`src/rtl/uvmt_axis_st_dut_fifo.sv`:
```
// AXI4-Stream synchronous FIFO with a registered output holding stage.
// Define UVMT_AXIS_ST_DUT_FIFO_PKT_MODE_EN for store-and-forward packet mode.
module uvmt_axis_st_dut_fifo #(
  parameter int DATA_WIDTH = 64,
  parameter int USER_WIDTH = 1,
  parameter int DEPTH      = 8
) (
  input  logic                      clk,
  input  logic                      reset_n,
  input  logic                      s_tvalid,
  output logic                      s_tready,
  input  logic [DATA_WIDTH-1:0]     s_tdata,
  input  logic [DATA_WIDTH/8-1:0]   s_tkeep,
  input  logic                      s_tlast,
  input  logic [USER_WIDTH-1:0]     s_tuser,
  output logic                      m_tvalid,
  input  logic                      m_tready,
  output logic [DATA_WIDTH-1:0]     m_tdata,
  output logic [DATA_WIDTH/8-1:0]   m_tkeep,
  output logic                      m_tlast,
  output logic [USER_WIDTH-1:0]     m_tuser,
  output logic [$clog2(DEPTH):0]    level
);
  localparam int AW = $clog2(DEPTH);
  localparam int PW = AW + 1;
  localparam int KW = DATA_WIDTH / 8;
  localparam int BW = DATA_WIDTH + KW + 1 + USER_WIDTH;

  logic [BW-1:0] mem_p0 [DEPTH];
  logic [PW-1:0] wptr_p0, rptr_p0, wptr_nxt, rptr_nxt, lvl_nxt;
  logic          vld_p1, vld_nxt;
  logic          push, pop, load, stor_ne, load_ok;

  assign push     = s_tvalid && s_tready;
  assign pop      = vld_p1 && m_tready;
  assign stor_ne  = (wptr_p0 != rptr_p0);
  assign load     = stor_ne && (!vld_p1 || pop) && load_ok;
  assign m_tvalid = vld_p1;
  assign level    = (wptr_p0 - rptr_p0) + PW'(vld_p1);

  always_comb begin
    wptr_nxt = wptr_p0 + PW'(push);
    rptr_nxt = rptr_p0 + PW'(load);
    vld_nxt  = load || (vld_p1 && !pop);
    lvl_nxt  = (wptr_nxt - rptr_nxt) + PW'(vld_nxt);
  end

`ifdef UVMT_AXIS_ST_DUT_FIFO_PKT_MODE_EN
  logic [PW-1:0] pkt_cnt;
  logic          esc, full, pkt_pend;

  assign full     = (level == PW'(DEPTH));
  // A tlast already sitting in the holding stage does not release the beats behind it.
  assign pkt_pend = (pkt_cnt - PW'(vld_p1 && m_tlast)) != '0;
  assign load_ok  = pkt_pend || full || esc;

  always_ff @(posedge clk or negedge reset_n) begin
    if (!reset_n) begin
      pkt_cnt <= '0;
      esc     <= 1'b0;
    end else begin
      pkt_cnt <= pkt_cnt + PW'(push && s_tlast) - PW'(pop && m_tlast);
      if (pop && m_tlast)
        esc <= 1'b0;
      else if (full && pkt_cnt == '0)
        esc <= 1'b1;
    end
  end
`else
  assign load_ok = 1'b1;
`endif

  // Stage p0: storage write
  always_ff @(posedge clk) begin
    if (push)
      mem_p0[wptr_p0[AW-1:0]] <= {s_tdata, s_tkeep, s_tlast, s_tuser};
  end

  always_ff @(posedge clk or negedge reset_n) begin
    if (!reset_n) begin
      wptr_p0  <= '0;
      rptr_p0  <= '0;
      vld_p1   <= 1'b0;
      s_tready <= 1'b0;
    end else begin
      wptr_p0  <= wptr_nxt;
      rptr_p0  <= rptr_nxt;
      vld_p1   <= vld_nxt;
      s_tready <= (lvl_nxt != PW'(DEPTH));
    end
  end

  // Stage p1: output holding register, refilled from storage
  always_ff @(posedge clk or negedge reset_n) begin
    if (!reset_n) begin
      m_tdata <= '0;
      m_tkeep <= '0;
      m_tlast <= 1'b0;
      m_tuser <= '0;
    end else if (load) begin
      {m_tdata, m_tkeep, m_tlast, m_tuser} <= mem_p0[rptr_p0[AW-1:0]];
    end
  end
endmodule
```
`config.mk`:
```
export PLATFORM = sky130hd
export DESIGN_NAME = uvmt_axis_st_dut_fifo
export DESIGN_NICKNAME = d
export VERILOG_FILES = /design/src/rtl/uvmt_axis_st_dut_fifo.sv
export SDC_FILE = /design/constraint.sdc
export NUM_CORES = 1
export LEC_CHECK = 0
export BUFFER_PORTS_ARGS = -buffer_cell sky130_fd_sc_hd__buf_2
export CAP_MARGIN = 20
export CORE_UTILIZATION = 33
export DETAILED_ROUTE_END_ITERATION = 8
export GPL_ROUTABILITY_DRIVEN = 0
export HOLD_SLACK_MARGIN = 0.05
export PLACE_DENSITY = 0.58
export SLEW_MARGIN = 20
export SYNTH_ARGS = -nofsm -noshare
export SYNTH_HDL_FRONTEND = slang
export SYNTH_SLANG_ARGS = --single-unit
```
`constraint.sdc`:
```
create_clock -name clk -period 7.8 [get_ports clk]
set_input_delay 0.39 -clock clk [delete_from_list [all_inputs] [get_ports clk]]
set_output_delay 0.39 -clock clk [all_outputs]
set_load 0.03 [all_outputs]
```
### Yosys cells after proc, flatten, opt, wreduce, memory -nomap -nowiden

Memories as Yosys holds them, arrays and structs flattened. A register that Yosys moved wholly into a read port is not among the register bits.
Cells that the tools add are included.

| storage, ports and cells | value |
|---|---|
| RAM bits | 592 |
| word-level logic and storage cells | 24 |
| flip-flop bits (word level) | 10 |
| memories kept | 1 |
| bits in read-only memories | 0 |
| latch bits | 0 |

Memory list:

| name | depth | width | rd ports | clocked after memory_dff | wr ports | line | text |
|---|---|---|---|---|---|---|---|
| mem_p0 | 8 | 74 | 1 | 1 | 1 | 29 | `logic [BW-1:0] mem_p0 [DEPTH];` |

| operators by class | value |
|---|---|
| eq/ne operators | 2 |
| shift operators | 0 |
| multiply operators | 0 |
| reductions and logical operators | 9 |
| add/subtract/negate cells | 6 |
| bitwise gates (word level) | 0 |
| div/mod/pow operators | 0 |
| magnitude comparators | 0 |
| mux-type cells | 2 |

Operator list:

| kind | count |
|---|---|
| 4-bit by 1-bit adder with 4-bit output | 4 |
| 4-bit subtractor | 2 |
| 1-bit logical AND | 4 |
| 4-bit inequality test | 1 |
| 4-bit inequality test, second input constant | 1 |
| 1-bit logical NOT | 3 |
| 1-bit logical OR | 2 |
| 1-bit 2-to-1 mux | 2 |

### Longest topological paths before layout

| depth | value |
|---|---|
| depth in word-level cells | 7 |
| depth in mapped cells | 22 |
| gate-level depth less buffers | 15 |

### Least setup slack after synthesis

No wires, ideal clock.

| timing path | value |
|---|---|
| path type | register to register |
| start | register s_tready |
| end | memory mem_p0[1][0] (netlist bit), enable pin |
| clock period less this slack | 6.419 ns |
| setup slack | 1.381 ns |
| library setup time | 0.597 ns |
| cell stages (with the launch flop) | 4 |
| data required time | 7.203 ns |
| data arrival time | 5.822 ns |
| path through | dfrtp_1 and2_1 nand2_1 nor3_1 |

| between the ends | value |
|---|---|
| word-level cells in the longest chain between the ends | 3 |

Ends and longest elaborated chain:

| what | line | text |
|---|---|---|
| start: declaration | 11 | `output logic s_tready,` |
| start signal: assignment | 89 | `s_tready <= (lvl_nxt != PW'(DEPTH));` |
| 1-bit logical AND | 34 | `assign push = s_tvalid && s_tready;` |
| 1-bit 2-to-1 mux | 75 | `if (push)` |
| 1-bit 2-to-1 mux (not written as such) | 76 | `mem_p0[wptr_p0[AW-1:0]] <= {s_tdata, s_tkeep, s_tlast, s_tuser};` |
| end: declaration | 29 |  |

Every way passes these cells.

### Worst setup path in the final report

| timing path | value |
|---|---|
| start | register rptr_p0[2] |
| end | register s_tready |

| between the ends | value |
|---|---|
| word-level cells in the longest chain between the ends | 6 |
| elaborated cells between the ends (all ways) | 7 |
| those cells by class | 3 x add/sub; 2 x eq/ne; 2 x reduce/logical |

Ends and longest elaborated chain:

| what | line | text |
|---|---|---|
| start: declaration | 30 | `logic [PW-1:0] wptr_p0, rptr_p0, wptr_nxt, rptr_nxt, lvl_nxt;` |
| start signal: assignment | 87 | `rptr_p0 <= rptr_nxt;` |
| 4-bit inequality test * | 36 | `assign stor_ne = (wptr_p0 != rptr_p0);` |
| 1-bit logical AND * | 37 | `assign load = stor_ne && (!vld_p1 \|\| pop) && load_ok;` |
| net load | 32 | `logic push, pop, load, stor_ne, load_ok;` |
| 4-bit by 1-bit adder with 4-bit output | 43 | `rptr_nxt = rptr_p0 + PW'(load);` |
| 4-bit subtractor | 45 | `lvl_nxt = (wptr_nxt - rptr_nxt) + PW'(vld_nxt);` |
| 4-bit by 1-bit adder with 4-bit output * | 45 |  |
| 4-bit inequality test * | 89 |  |

The timed path passes the listed nets; every way through them passes the cells marked *.

==> reports/metrics.cfg <==
[sta]
min_period_over_period=0.533
fmax_mhz=241
rsz0062_at_grt=false
relSlewSlack=0.275
clock_skew_ns=0.0193
tns_ns=0
period_minus_slack_ns=4.16
whs_ns=0.289
hold_viol_final=0
final_max_slew_viol_count=0
fin_ws_ns=3.64
worst_pin_slew_ns=1.09
setup_viol=0

[final_layout]
multi_input_area_sq_um=5290
syn_to_final_growth_pct=20.1
nets=1551
n_fill_cell=6769
drive_above_1_share=0.300
regArea_sq_um=19900
finish.instance_area_sq_um=30700

[cts]
path_clk_slew_ns=0.06
htree_levels=3
clockBufferDepth=3
cts_tree=built
cts-root-buf=clkbuf_16
insertion_delay_ns=0.60
post-cts-setup-buffers=0
cts.sinks=676
cts_buffers=74

[routing]
drt_iter0_markers=713
post_drt_wl_per_cell_um=21.6
vias=12038
detail-route-antenna-nets=0
wl_um=55100
via_per_inst=4.73
drc_errors=0
drt_pass1_iterations=4

[logic_synthesis]
async_flop_share=0.124
synth_area_leader_cell=edfxtp_1
synth_area_sq_um=25500
synthCells=1181
synthTopCellsByArea=edfxtp_1 (70%), mux4_2 (13%), dfrtp_1 (8.2%), mux2i_1 (2.9%), o21ai_1 (1.5%)
yosys_warnings=0
synth_seq_cells=676
netlist-cell-type-count=27
synth_edf_count=592
ys_top_cells_by_count=edfxtp_1 (592), mux4_2 (148), dfrtp_1 (84)
yosysMostFrequentCell=edfxtp_1
synth.avg_cell_area_sq_um=21.6
syn_nets=1277
synthFlopType=edfxtp_1
yosysSeqAreaShare=0.778
synth_top_area_frac=0.696

[place]
post_dp_cell_area_sq_um=27500
dp_slack_ns=3.63
dp_hpwl_um=29800
io_buffers=157

[critical_path]
required_ns=8.28
r2r_end=s_tready
crit_start=rptr_p0[2]
path_max_fanout=42
path_class=register to register
r2r_setup_slack_ns=3.64
rr_worst_depth=14
start_kind=register
worstSetupEndpoint=s_tready
cp_data_arrival_time_ns=4.64
end_kind=register
r2r-start=rptr_p0[2]

[global_route]
grt_pass1_vias=13025
antenna_found_initial=5
grt_pass1_wl_um=82500
gr-usage-all-layers=0.143
grt_overflow=0
grt_max_degree=83

[floorplanning]
core_area_sq_um=76200
die_h_um=280
die_width_um=280
dieArea_sq_um=78500
initial_core_util=0.335
io_pins=158
placementRows=101

[power]
leakage_nw=10.6
power_mw=12.2
peakVddDrop_mv=0.240
power_density_nw_per_um2=397

[job]
maxCapViolations=0

[min_path]
hp-start=s_tvalid
worstHoldPathCells=3
worstHoldPathType=primary input to register

[outcome]
status=finished clean

[metrics by stage]
step,util,std cells
6_report,0.403,2546
5_1_grt,0.403,2545
4_1_cts,0.403,2544
3_5_place_dp,0.361,2334
3_3_place_gp,0.361,2334
2_1_floorplan,-,1181
[state kept, by name, summed over array words and instances (netlist names)]
name and cells:
mem_p0 592, rptr_p0 4, m_tdata 64, wptr_p0 4, m_tuser 1, m_tvalid 1
s_tready 1, m_tkeep 8, m_tlast 1
[layout by cell type (no fill, tap or decap), drive strengths merged]
cell and n:
edfxtp 592, nand2 77, inv 21, mux2 1, clkbuf 100, fa 2, clkinvlp 2, a211o 1
and3 1, dlygate4sd3 75, a21o 2, nand3 4, bufinv 6, mux4 148, mux2i 74, clkinv 22
nor3 2, nand2b 4, xnor2 7, nor2 8, a21oi 1, dfrtp 84, xor2 3, and2 2
buf 182, o21ai 76, or3 1, diode 2, ha 16
[logic make-up after synthesis]
logic type	synth area share
AOI/OAI and AO/OA	0.0160
xor gates and xnor gates	0.00343
adders and majority gates	0.00941
buffers and inverters	0.0171
DFF	0.778
muxes	0.160
and+or+nand+nor	0.0156
[area by class of cell]
type	count	area share
Sequential cell	676	0.648
Multi-Input combinational cell	430	0.172
Clock buffer	100	0.0679
Timing Repair Buffer	257	0.0563
Tap cell	1030	0.0420
Clock inverter	35	0.0111
Inverter	16	0.00196
Antenna cell	2	0.000163
[critical path, cell delays in order, from the launching register on]
cell	delay (ns)
dfrtp_4	0.98
inv_1	0.11
ha_1	0.33
nand3_1	0.13
o21ai_4	0.15
inv_1	0.05
ha_1	0.19
ha_1	0.20
xnor2_1	0.21
ha_1	0.27
ha_1	0.32
and3_1	0.17
or3_1	0.37
a211o_1	0.30
mux2_2	0.26
[per-layer routing]
metal | vias to the layer above | global-route usage | wire (um)
met3 | 78 | 0.0261 | 2340
met4 | 4 | 0.0426 | 1160
li1 | 5347 | - | -
met1 | 6382 | 0.188 | 24200
met5 | - | 0 | 31
met2 | 227 | 0.240 | 27400
[report_power, final]
group | leakage (nW) | internal (mW) | switching [mW]
sequential | 6.39 | 4.64 | 0.383
combinational | 3.01 | 1.53 | 2.17
clock | 1.19 | 2.08 | 1.38
[repair_timing]
item / in CTS / in global routing
hold endpoints to repair: 612 / 0
setup endpoints to repair: 0 / 0
hold buffers: 75 / 0
resized for setup: 0 / 0
[worst min-delay path by stage]
stage                     slack [ns]     endpoint
after global placement          0.43  m_tdata[57]
after detailed placement        0.44  m_tdata[57]
final                           0.29   wptr_p0[0]
after CTS                       0.25   wptr_p0[0]
after global routing            0.30   wptr_p0[0]
after floorplan                 0.09   m_tdata[0]
(Power assumes the default switching activity.)
